==> src/rtl/mem_arbiter.sv <==
// ---------------------------------------------------------------------------
// mem_arbiter
//   Shares one single-port RAM between instruction fetch (IF) and the MEM
//   stage. Each access is sequenced over a fixed RAM read latency. MEM has
//   priority over IF, and an access is never preempted once it has started.
//   A taken-branch flush squashes the pending IF response.
//
// Handshake: a requester raises req and holds it (with stable address/data)
//   until its done pulse (IF may also abandon the request with if_flush).
//   done is a one-cycle pulse; x_rdata is valid while done=1. In the cycle
//   after done the requester either drops req or presents a new request.
//
// Ports
//   clk, rst                        clock, synchronous active-high reset
//   if_req/if_addr/if_flush         IF read request, word address, squash
//   if_rdata/if_done                IF read data and completion pulse
//   mem_req/we/sel/addr/wdata       MEM load/store request
//   mem_rdata/mem_done              MEM load data and completion pulse
//   ram_ce/we/sel/addr/wdata        RAM command (ram_ce is a 1-cycle strobe)
//   ram_rdata                       RAM read data, MEM_LAT cycles after ram_ce
//   stallreq_if/stallreq_mem        combinational stall requests
//   state                           current FSM state (debug observation)
// ---------------------------------------------------------------------------
module mem_arbiter #(
  parameter int MEM_LAT = 2  // legal range 1..15
) (
  input  logic        clk,
  input  logic        rst,
  input  logic        if_req,
  input  logic [31:0] if_addr,
  input  logic        if_flush,
  output logic [31:0] if_rdata,
  output logic        if_done,
  input  logic        mem_req,
  input  logic        mem_we,
  input  logic [3:0]  mem_sel,
  input  logic [31:0] mem_addr,
  input  logic [31:0] mem_wdata,
  output logic [31:0] mem_rdata,
  output logic        mem_done,
  output logic        ram_ce,
  output logic        ram_we,
  output logic [3:0]  ram_sel,
  output logic [31:0] ram_addr,
  output logic [31:0] ram_wdata,
  input  logic [31:0] ram_rdata,
  output logic        stallreq_if,
  output logic        stallreq_mem,
  output logic [1:0]  state
);

  localparam logic [1:0] IDLE     = 2'd0;
  localparam logic [1:0] BUSY_IF  = 2'd1;
  localparam logic [1:0] BUSY_MEM = 2'd2;

  localparam logic [3:0] LAT = 4'(MEM_LAT);

  logic [3:0] cnt;
  logic       squash;

  // A requester whose done pulse is high this cycle is not re-arbitrated:
  // its req may still be high only because it has not yet seen done.
  logic mem_elig;
  logic if_elig;
  logic if_kill;

  assign mem_elig = mem_req & ~mem_done;
  assign if_elig  = if_req & ~if_done & ~if_flush;
  // A flush arriving in the very cycle the data returns must still squash.
  assign if_kill  = squash | if_flush;

  assign stallreq_if  = if_req & ~if_done & ~if_flush;
  assign stallreq_mem = mem_req & ~mem_done;

  always_ff @(posedge clk) begin
    if (rst) begin
      state     <= IDLE;
      cnt       <= 4'd0;
      squash    <= 1'b0;
      ram_ce    <= 1'b0;
      ram_we    <= 1'b0;
      ram_sel   <= 4'd0;
      ram_addr  <= 32'd0;
      ram_wdata <= 32'd0;
      if_rdata  <= 32'd0;
      if_done   <= 1'b0;
      mem_rdata <= 32'd0;
      mem_done  <= 1'b0;
    end else begin
      // Strobes and done pulses default low; they are set for one cycle only.
      ram_ce   <= 1'b0;
      if_done  <= 1'b0;
      mem_done <= 1'b0;

      case (state)
        IDLE: begin
          squash <= 1'b0;
          cnt    <= 4'd0;
          if (mem_elig) begin
            state     <= BUSY_MEM;
            ram_ce    <= 1'b1;
            ram_we    <= mem_we;
            ram_sel   <= mem_sel;
            ram_addr  <= mem_addr;
            ram_wdata <= mem_wdata;
          end else if (if_elig) begin
            state     <= BUSY_IF;
            ram_ce    <= 1'b1;
            ram_we    <= 1'b0;
            ram_sel   <= 4'hF;
            ram_addr  <= if_addr;
            ram_wdata <= 32'd0;
          end
        end

        BUSY_IF: begin
          cnt <= cnt + 4'd1;
          if (if_flush) squash <= 1'b1;
          if (cnt == LAT) begin
            state  <= IDLE;
            squash <= 1'b0;
            if (!if_kill) begin
              if_rdata <= ram_rdata;
              if_done  <= 1'b1;
            end
          end
        end

        BUSY_MEM: begin
          cnt <= cnt + 4'd1;
          if (cnt == LAT) begin
            state     <= IDLE;
            mem_rdata <= ram_rdata;
            mem_done  <= 1'b1;
          end
        end

        default: begin
          state <= IDLE;
          cnt   <= 4'd0;
        end
      endcase
    end
  end

endmodule

==> config.mk <==
export PLATFORM = sky130hd
export DESIGN_NAME = mem_arbiter
export DESIGN_NICKNAME = d
export VERILOG_FILES = /design/src/rtl/mem_arbiter.sv
export SDC_FILE = /design/constraint.sdc
export NUM_CORES = 1
export LEC_CHECK = 0
export CORE_UTILIZATION = 36
export DETAILED_ROUTE_END_ITERATION = 12
export PLACE_DENSITY = 0.81
export SLEW_MARGIN = 25
export SYNTH_ARGS = -nofsm -noshare
export SYNTH_HDL_FRONTEND = slang
export SYNTH_SLANG_ARGS = --single-unit
==> constraint.sdc <==
create_clock -name clk -period 1.4 [get_ports clk]
set_input_delay 0.21 -clock clk [delete_from_list [all_inputs] [get_ports clk]]
set_output_delay 0.21 -clock clk [all_outputs]
set_load 0.02 [all_outputs]
Word-level counts from Yosys, hierarchy flattened
Index checks and enable logic that the tools add are counted.
{"block": "word_totals", "output_inout_bits": 140, "latchBits": 0, "mem_bits_rw": 0, "word_cells": 64, "romBits": 0, "ff_bits": 143, "input_bits": 138, "memories": 0}
{"block": "op_classes", "n_shift": 0, "add_sub_neg": 1, "order_cmp": 0, "eq_ne": 6, "n_div": 0, "bitwise_logic": 13, "n_reduce_logical": 13, "mux": 19, "multipliers": 0}
{"op": "$mux W32", "n": 4}
{"op": "$not A1 Y1", "n": 9}
{"op": "$mux W1", "n": 8}
{"op": "$mux W4", "n": 2}
{"op": "$reduce_and A2 Y1", "n": 4}
{"op": "$reduce_or A2 Y1", "n": 4}
{"op": "$mux W2", "n": 3}
{"op": "$ne A3 B3 Y1 const B", "n": 2}
{"op": "$add A4 B1 Y4 const B", "n": 1}
{"op": "$eq A4 B2 Y1 const B", "n": 1}
{"op": "$pmux W2 S2", "n": 1}
{"op": "$reduce_bool A2 Y1", "n": 2}
{"op": "$and A1 B1 Y1", "n": 3}
{"op": "$reduce_and A3 Y1", "n": 1}
{"op": "$reduce_or A3 Y1", "n": 1}
{"op": "$eq A2 B1 Y1 const B", "n": 1}
{"op": "$eq A2 B2 Y1 const B", "n": 1}
{"op": "$logic_not A2 Y1", "n": 1}
{"op": "$ne A2 B1 Y1 const B", "n": 1}
{"op": "$pmux W1 S2", "n": 1}
{"op": "$or A1 B1 Y1", "n": 1}

Longest topological paths before layout
Gate-level depths: netlist of the first run.
{"block": "depth", "depth_word": 6, "depth_mapped": 7, "depth_no_buf": 5}

Worst setup path after synthesis of the first run
OpenSTA, ideal clock, no wires.
{"block": "synth_path", "path_kind": "reg2reg", "start": "register state[0]", "end": "register if_rdata[10]", "synth_period_minus_slack_ns": 1.669, "stages_incl_launch_ff": 6, "t_arrival_ns": 1.536, "path_slack_ns": -0.269, "n_path_buf": 1, "required_time_ns": 1.268, "cell_sequence": "dfxtp_1 > ha_1 > or3b_2 > clkbuf_1 > o21ai_0 > a21oi_1"}
{"block": "synth_via", "elab_chain_len": 2}
{"element": "start, declared", "line": "49", "rtl": "output logic [1:0] state"}
{"element": "start signal, assigned", "line": "77", "rtl": "state <= IDLE;"}
{"element": "start signal, assigned", "line": "100", "rtl": "state <= BUSY_MEM;"}
{"element": "start signal, assigned", "line": "107", "rtl": "state <= BUSY_IF;"}
{"element": "$eq A2 B1 Y1", "line": "95", "rtl": "case (state)"}
{"element": "$reduce_and A3 Y1 (no source line)"}
{"element": "end signal, assigned", "line": "123", "rtl": "if_rdata <= ram_rdata;"}
{"element": "end, declared", "line": "32", "rtl": "output logic [31:0] if_rdata,"}
No other way between the ends.
A chain may end at the register's enable or synchronous reset.

Final worst setup path of the first run
{"block": "layout_path", "start": "register state[0]", "end": "register ram_addr[3]"}
{"block": "layout_via", "elab_chain_len": 2}
{"element": "$logic_not A2 Y1", "line": "95"}
{"element": "$reduce_and A2 Y1 (no source line)"}
{"element": "end signal, assigned", "line": "104", "rtl": "ram_addr <= mem_addr;"}
{"element": "end signal, assigned", "line": "111", "rtl": "ram_addr <= if_addr;"}
{"element": "end, declared", "line": "44", "rtl": "output logic [31:0] ram_addr,"}
No other way between the ends.

==> impl_metrics.tcl, run 1 <==
set metrics [dict create \
    outcome "finished with violations" \
    violations "negative setup slack" \
    place.gp.congestion 0.810 \
    die_y_um 126 \
    wirelength_mm 25.6 \
    cts.clk_slew.worst_paths_ns 0.06 \
    period_share_pct 121 \
    cp-end-kind "flip-flop" \
    fin_skew_ns 0.00957 \
    hold_buffers 0 \
    hp-start "rst" \
    max_freq_mhz 589 \
    final_cell_mix "dfxtp_1 (138), clkdlybuf4s50_1 (134), nand2_1 (131)" \
    cp-start-kind "flip-flop" \
    io_pins 278 \
    cts_tree "done" \
    synth_edf_count 0 \
    r2r_end "ram_addr[3]$_SDFFE_PP0P_" \
    synth_ff_type "dfxtp_1" \
    layout-drive-gt1-share_pct 34.3 \
    power_density_nw_per_um2 1270 \
    hold_depth 2 \
    track_usage_pct 28.1 \
    htreeDepth 4 \
    drtAntennaViolNets 0 \
    multi_input_area_um2 3570 \
    cts_buffer_depth 2 \
    start_util_pct 36.7 \
    setup_viol 139 \
    grt_max_degree 51 \
    fin_nets 1147 \
    crit_required_ns 1.69 \
    ys_seq_area_share_pct 51.5 \
    syn_nets 819 \
    dp_hpwl_mm 12.8 \
    antenna_found_initial 1 \
    max-cap-violations 0 \
    num_rows 45 \
    final_common_cell "dfxtp_1" \
    grt_first_pass_wirelength_mm 34.6 \
    critPathMaxFanout 5 \
    min_to "ram_addr[14]$_SDFFE_PP0P_" \
    hp-class "in2reg" \
    core_area_um2 15100 \
    p_leak_nw 4.68 \
    critPathKind "reg2reg" \
    critPathArrivalTime_ns 1.99 \
    route.detailed.drc 0 \
    regArea_um2 2870 \
    r2r_slack_ns -0.30 \
    synth_cell_types 35 \
    firstDrtPassIters 5 \
    synthesis.area_um2 5560 \
    dp_slack_ns -0.368 \
    whs_ns 0.263 \
    cts_buffers 17 \
    r2r_cells 6 \
    ys_seq_elements 143 \
    cts-root-buf "clkbuf_16" \
    met3_length_mm 1.68 \
    dr.max_layer_used "met4" \
    gr-total-overflow 0 \
    slew_headroom_pct 71.0 \
    hold_viol_final 0 \
    worst-slew-pin-transition_ns 0.437 \
    clock_latency_ns 0.43 \
    met1Wirelength_mm 9.85 \
    synthToLayoutAreaGrowth_pct 106 \
    drv_slew 0 \
    ir_worst_vdd_uv 890 \
    async_flop_share_pct 0 \
    io_buffers 277 \
    grt_pass1_vias 6458 \
    rsz0062_at_grt "true" \
    die_area_um2 15900 \
    wl_per_cell_um 21.2 \
    viasPerCell 5.61 \
    synthCells 676 \
    synth_warnings 0 \
    vias 6763 \
    rr_startpoint "state[0]$_SDFFE_PP0P_" \
    wl_met2_mm 12.8 \
    drtIter0Drc 500 \
    fin_crit_ns 1.70 \
    fillers 954 \
    syn_avg_cell_area_um2 8.23 \
    die_w_um 126 \
    clock_sinks 143 \
    setup_slack_ns -0.298 \
]
==> flip-flops by register name, summed over array words and instances (netlist names) <==
name and count:
if_done 1, state 2, ram_we 1, ram_addr 32, cnt 4, mem_rdata 32
ram_ce 1, mem_done 1, ram_wdata 32, if_rdata 32, ram_sel 4, squash 1
==> synthesized netlist by cell type, types with 3 or more instances <==
cell type / number / area, um^2
a21oi_1: 99 / 495
a311oi_1: 32 / 280
buf_1: 3 / 11.3
buf_2: 29 / 145
buf_4: 6 / 45.0
clkbuf_1: 24 / 90.1
clkbuf_2: 3 / 15.0
dfxtp_1: 143 / 2860
ha_1: 5 / 62.6
inv_1: 6 / 22.5
nand2_1: 162 / 608
nand3_1: 66 / 330
nor2_1: 5 / 18.8
nor3_1: 33 / 165
o21ai_0: 33 / 165
o221a_2: 4 / 45.0
==> cell type report <==
cell class	count	area share (%)
Multi-Input combinational cell	463	31.1
Inverter	7	0.273
Timing Repair Buffer	372	35.5
Sequential cell	143	25.1
Clock inverter	10	2.03
Tap cell	188	2.05
Antenna cell	1	0.0218
Clock buffer	22	3.96
==> cells by family (layout without fill, tap and decap cells) <==
kind of cell,Yosys count,count (layout),share of synthesized area [%]
AOI/OAI and AO/OA,174,174,18.5
xor gates and xnor gates,2,2,0.315
adders and majority gates,5,5,1.13
buffers and inverters,72,411,5.99
DFF,143,143,51.5
other,0,1,0
and+or+nand+nor,280,282,22.5
==> layer usage <==
layer / vias up / global-route usage (%)
met5: - / 0
met4: 0 / 17.4
met3: 95 / 6.50
met2: 403 / 47.3
met1: 3229 / 32.3
li1: 3036 / -
==> where the power goes <==
part           internal (W)  switching (W)
Combinational       0.00233        0.00231
Sequential          0.00441       0.000226
Clock               0.00358        0.00175
==> through the flow <==
stage          instances  cell area (um^2)  util (%)  power (W)  setup TNS, ns
3_5_place_dp        1121              8950      59.1    0.00785         -33.08
2_1_floorplan        676              5800         -    0.00628          -1.43
5_1_grt             1206             11500      75.7     0.0151         -23.39
4_1_cts             1194             10700      70.3     0.0140         -14.37
3_3_place_gp        1121              8950      59.1    0.00780         -28.84
6_report            1206             11500      75.7     0.0146         -15.09
==> worst max-delay path by stage <==
stage                               start                        end  cells past startpoint
floorplan           state[1]$_SDFFE_PP0P_   if_rdata[1]$_SDFFE_PP0P_                      6
global placement                  mem_req               stallreq_mem                      4
detailed placement               if_flush  if_rdata[29]$_SDFFE_PP0P_                      4
CTS                 state[1]$_SDFFE_PP0P_  ram_addr[23]$_SDFFE_PP0P_                      7
global route        state[0]$_SDFFE_PP0P_   ram_addr[3]$_SDFFE_PP0P_                      6
finish              state[0]$_SDFFE_PP0P_   ram_addr[3]$_SDFFE_PP0P_                      6
==> worst max-delay path, cell delays in order (launching register included) <==
cell and delay [ns]:
dfxtp_4 0.38, inv_4 0.04, ha_4 0.17, and3b_2 0.29
bufbuf_16 0.30, nor3_1 0.28, a311oi_1 0.11
==> timing repair <==
| item | 4_1_cts | 5_1_grt |
|---|---|---|
| cloned | 17 | 7 |
| hold endpoints to repair | 0 | 0 |
| endpoints found under the setup margin | 275 | 146 |
| pin swaps | 66 | 71 |
| setup buffers | 26 | 10 |
| gates resized for setup | 277 | 167 |
No activity file was read; power rests on OpenSTA's default activity.
==> run 2: changes to the inputs <==
Settings changed: CAP_MARGIN set to 10, SKIP_LAST_GASP set to 1.
==> run 2 against run 1 <==
  * The flow still finishes with violations (negative setup slack)
  * Count of clock-buffer cells in the layout stayed put
  * Non-clock buffer count fell by 1
  * Worst setup slack improved by 0.073 ns
  * Cell count about the same
  * Global-route usage barely moved
  * Largest power group unchanged
  * Highest routed layer unchanged
==> impl_metrics.tcl, run 2 (synthesis results as in run 1) <==
set metrics [dict create \
    fin_crit_ns 1.63 \
    fin_nets 1146 \
    cts_buffers 17 \
    fin_skew_ns 0.00941 \
    period_share_pct 116 \
    final_cell_area_um2 11300 \
    cts_tree "done" \
    core_area_um2 15100 \
    cp-start-kind "flip-flop" \
    critPathArrivalTime_ns 1.93 \
    route.detailed.drc 0 \
    critPathMaxFanout 8 \
    setup_slack_ns -0.226 \
    start_util_pct 36.7 \
    layout-drive-gt1-share_pct 31.3 \
    drtAntennaViolNets 0 \
    rsz0062_at_grt "true" \
    ir_worst_vdd_uv 891 \
    grt_pass1_vias 6524 \
    violations "negative setup slack" \
    io_pins 278 \
    cts.clk_slew.worst_paths_ns 0.06 \
    slew_headroom_pct 73.6 \
    grt_first_pass_wirelength_mm 34.7 \
    viasPerCell 5.59 \
    track_usage_pct 28.1 \
    slowest_stage "or3b_4" \
    cts_buffer_depth 2 \
    drtIter0Drc 409 \
    crit_required_ns 1.71 \
    drv_slew 0 \
    setup_viol 139 \
    outcome "finished with violations" \
    cp_num_buf_inv 3 \
    max-cap-violations 0 \
    tns_ns -15.27 \
    hold_viol_final 0 \
    htreeDepth 4 \
    clock_sinks 143 \
    wirelength_mm 24.7 \
    antenna_found_initial 1 \
    firstDrtPassIters 5 \
    cts-root-buf "clkbuf_16" \
    clock_latency_ns 0.43 \
    finalPower_w 0.0146 \
    num_rows 45 \
    place_area_um2 8950 \
    die_area_um2 15900 \
    final_common_cell "dfxtp_1" \
    grt_max_degree 51 \
    hp-class "in2reg" \
    whs_ns 0.254 \
    power_density_nw_per_um2 1280 \
    crit_chain "inv_2 -> ha_4 -> or3b_4 -> buf_12 -> clkbuf_16 -> o21ai_2 -> a21oi_1" \
    critPathTopFamily "simple AND/OR/NAND/NOR gates" \
    wl_per_cell_um 20.5 \
    place.gp.congestion 0.810 \
    io_buffers 277 \
    slowest_delay_ns 0.41 \
    final_cell_mix "dfxtp_1 (138), nand2_1 (136), clkdlybuf4s50_1 (134)" \
    critPathKind "reg2reg" \
    synthToLayoutAreaGrowth_pct 104 \
    die_y_um 126 \
    gr-total-overflow 0 \
    cp-end-kind "flip-flop" \
    p_leak_nw 4.70 \
    vias 6739 \
    die_w_um 126 \
    worst-slew-pin-transition_ns 0.396 \
    dp_hpwl_mm 12.8 \
    max_freq_mhz 615 \
]
-- run 2: cell types whose count changed in the layout (fill, tap and decap cells not counted), sizes merged --
| cell | previous run | this run |
|---|---|---|
| buf | 95 | 92 |
| clkdlybuf4s15 | 11 | 3 |
| dlygate4sd2 | 121 | 132 |
| clkbuf | 31 | 30 |
-- run 2: worst paths after layout --
path                            depth (start not counted)  slack (ns)                         to                       from
worst max register to register                          7       -0.23  if_rdata[13]$_SDFFE_PP0P_          cnt[0]$_SDFF_PP0_
worst min register to register                          2        0.45  mem_rdata[5]$_SDFFE_PP0P_  mem_rdata[5]$_SDFFE_PP0P_
worst min-delay path                                    2        0.25   ram_addr[0]$_SDFFE_PP0P_                        rst
worst max-delay path                                    7       -0.23  if_rdata[13]$_SDFFE_PP0P_          cnt[0]$_SDFF_PP0_
-- run 2: layout make-up --
cell class                 count  area (um^2)
clock buffer                  22          454
tap                          188          235
fill                         982         3810
inverter                       7         31.3
sequential                   143         2870
clock inverter                10          233
multi-input combinational    463         3420
timing repair buffer         371         4080
antenna                        1         2.50
-- run 2: metal layers --
metal,global-route usage [%],wire length (um),vias to the layer above
met5,0,0,-
met4,17.9,1220,0
met3,6.63,1810,104
met2,47.5,12400,389
met1,31.9,9340,3209
li1,-,-,3037
-- run 2: repair_timing --
action                     CTS  global route
hold buffers                 0             0
buffers inserted            26            10
gates resized for setup    258           139
gates cloned                17             8
pin swaps                   64            76
setup endpoints to repair  275           144
-- run 2: where the power goes --
group | internal (W) | switching [W] | leakage (nW)
clock network | 0.00358 | 0.00179 | 0.333
registers | 0.00441 | 0.000229 | 1.17
logic | 0.00231 | 0.00224 | 3.20
-- run 2: metrics by stage --
step           utilization [%]  std cells  worst slack [ns]
2_1_floorplan                -        676           -0.0368
3_3_place_gp              59.1       1121            -0.329
3_5_place_dp              59.1       1121            -0.368
4_1_cts                   70.0       1194            -0.171
5_1_grt                   74.8       1205            -0.286
6_report                  74.8       1205            -0.226
==> run 3: changes to the inputs <==
Settings changed: GPL_TIMING_DRIVEN set to 0.
==> run 3 against run 2 <==
  * The flow still finishes with violations (negative setup slack)
  * Worst hold slack improved by 0.092 ns
  * Global-route usage shrank 1.5 points
  * Combinational power down 7.7%
  * Via count shrank 1.9%
  * Die area unchanged
  * Count of clock-buffer cells in the layout unchanged
  * Total power is 7.8% lower
  * First-iteration DRC count increased by 8.6%
  * Critical path depth up 1
  * Critical path type unchanged
  * Critical endpoint is now mem_rdata[23]$_SDFFE_PP0P_
==> impl_metrics.tcl, run 3 (synthesis results as in run 1) <==
set metrics [dict create \
    drv_slew 0 \
    cts.clk_slew.worst_paths_ns 0.06 \
    gr-total-overflow 0 \
    r2r_end "mem_rdata[23]$_SDFFE_PP0P_" \
    max-cap-violations 0 \
    fin_util_pct 74.6 \
    antenna_found_initial 1 \
    power_frac_seq_pct 34.6 \
    layout-drive-gt1-share_pct 33.7 \
    critPathMaxFanout 7 \
    start_util_pct 36.7 \
    fin_nets 1174 \
    firstDrtPassIters 5 \
    cts-root-buf "clkbuf_16" \
    grt_max_degree 17 \
    p_leak_nw 4.72 \
    r2r_slack_ns -0.24 \
    critPathLaunch "state[1]$_SDFFE_PP0P_" \
    drtIter0Drc 444 \
    htreeDepth 4 \
    viasPerCell 5.38 \
    violations "negative setup slack" \
    grt_pass1_vias 6317 \
    wirelength_mm 23.9 \
    die_y_um 126 \
    critPathArrivalTime_ns 1.97 \
    wl_per_cell_um 19.4 \
    worst-slew-pin-transition_ns 0.848 \
    crit_end "mem_rdata[23]$_SDFFE_PP0P_" \
    crit_required_ns 1.73 \
    io_pins 278 \
    ir_worst_vdd_uv 1050 \
    dp_hpwl_mm 14.2 \
    setup_viol 134 \
    hp-class "in2reg" \
    switching_share_pct 30.5 \
    critPathKind "reg2reg" \
    cts_tree "done" \
    clock_power_share_pct 34.2 \
    cts_buffer_depth 2 \
    drtAntennaViolNets 0 \
    synthToLayoutAreaGrowth_pct 103 \
    grt_first_pass_wirelength_mm 33.2 \
    route.detailed.drc 0 \
    num_rows 45 \
    track_usage_pct 26.7 \
    io_buffers 276 \
    die_w_um 126 \
    max_freq_mhz 610 \
    r2r_cells 8 \
    p_sw_w 0.00410 \
    period_share_pct 117 \
    fin_crit_ns 1.64 \
    clock_sinks 143 \
    rr_startpoint "state[1]$_SDFFE_PP0P_" \
    outcome "finished with violations" \
    die_area_um2 15900 \
    cp-end-kind "flip-flop" \
    rsz0062_at_grt "true" \
    setup_slack_ns -0.240 \
    cp-start-kind "flip-flop" \
    final_common_cell "dfxtp_1" \
    power_density_nw_per_um2 1190 \
    fin_skew_ns 0.00667 \
    internal-power_w 0.00933 \
    core_area_um2 15100 \
    dp_slack_ns -0.724 \
    p_comb_share_pct 31.3 \
    hold_buffers 0 \
    vias 6612 \
    slew_headroom_pct 43.5 \
    clock_latency_ns 0.41 \
    hold_viol_final 0 \
    place.gp.congestion 0.815 \
    final_cell_mix "dfxtp_1 (137), dlygate4sd2_1 (136), clkdlybuf4s50_1 (135)" \
    cts_buffers 17 \
]
-- run 3: cell count changes in the layout (fill, tap and decap cells not counted), moves of 7 or more --
cell | before | now
nand2_4 | 17 | 24
nand2_1 | 136 | 129
buf_12 | 28 | 12
clkbuf_1 | 4 | 15
a21oi_1 | 63 | 42
a21oi_2 | 36 | 56
a311oi_2 | 13 | 5
buf_6 | 17 | 24
buf_16 | 11 | 2
clkbuf_4 | 0 | 7
a311oi_1 | 19 | 27
buf_8 | 1 | 15
-- run 3: repair_timing --
action / 4_1_cts / 5_1_grt
gates cloned: 15 / 7
setup buffers: 29 / 15
endpoints found under the setup margin: 279 / 143
resized for setup: 296 / 219
pin swaps: 55 / 123
-- run 3: worst max-delay path: stages, from the launching register on --
cell and delay [ns]:
dfxtp_4 0.36, buf_6 0.09, buf_6 0.09, ha_4 0.13, nor4bb_4 0.31, buf_8 0.20, buf_8 0.15, nand2_4 0.05
a21oi_2 0.17
-- run 3: worst min path at each step --
stage / slack [ns] / to / depth (start not counted) / from
floorplan: 0.35 / mem_rdata[0]$_SDFFE_PP0P_ / 2 / ram_rdata[0]
global placement: 0.43 / cnt[0]$_SDFF_PP0_ / 1 / cnt[0]$_SDFF_PP0_
detailed placement: 0.45 / mem_rdata[14]$_SDFFE_PP0P_ / 2 / mem_rdata[14]$_SDFFE_PP0P_
CTS: 0.33 / ram_wdata[10]$_SDFFE_PP0P_ / 3 / mem_wdata[10]
global route: 0.36 / ram_wdata[10]$_SDFFE_PP0P_ / 3 / mem_wdata[10]
finish: 0.35 / state[1]$_SDFFE_PP0P_ / 3 / rst
-- run 3: cell type report --
cell class              count  area [um^2]
diodes                      1         2.50
clock buffers              22          464
repair buffers            336         3330
inverters                   7         38.8
plain buffers              64          703
well taps                 188          235
flip-flops and latches    143         2880
clock inverters             7          114
fillers                  1028         3850
multi-input cells         462         3530
-- run 3: power groups by stage --
stage / sequential, W / combinational [W] / clock (W)
floorplan: 0.00507 / 0.00120 / 0
global placement: 0.00468 / 0.00298 / 0
detailed placement: 0.00469 / 0.00301 / 0
CTS: 0.00460 / 0.00342 / 0.00459
global route: 0.00468 / 0.00442 / 0.00481
finish: 0.00465 / 0.00420 / 0.00459
-- run 3: metrics by stage --
stage          instance area, um^2  setup TNS [ns]  power, W  hold WS, ns  instances
2_1_floorplan                 5800           -1.43   0.00628        0.346        676
3_3_place_gp                  8790          -51.67   0.00766        0.430       1140
3_5_place_dp                  8790          -53.72   0.00770        0.449       1140
4_1_cts                      10200          -13.92    0.0126        0.333       1212
5_1_grt                      11300          -24.83    0.0139        0.363       1230
6_report                     11300          -16.75    0.0134        0.346       1230
-- run 3: layer usage --
metal / global-route usage, % / wire, um / up-vias
met5: 0 / 0 / -
li1: - / - / 3082
met3: 5.40 / 1260 / 50
met2: 46.9 / 12200 / 274
met1: 31.7 / 9750 / 3206
met4: 10.4 / 677 / 0
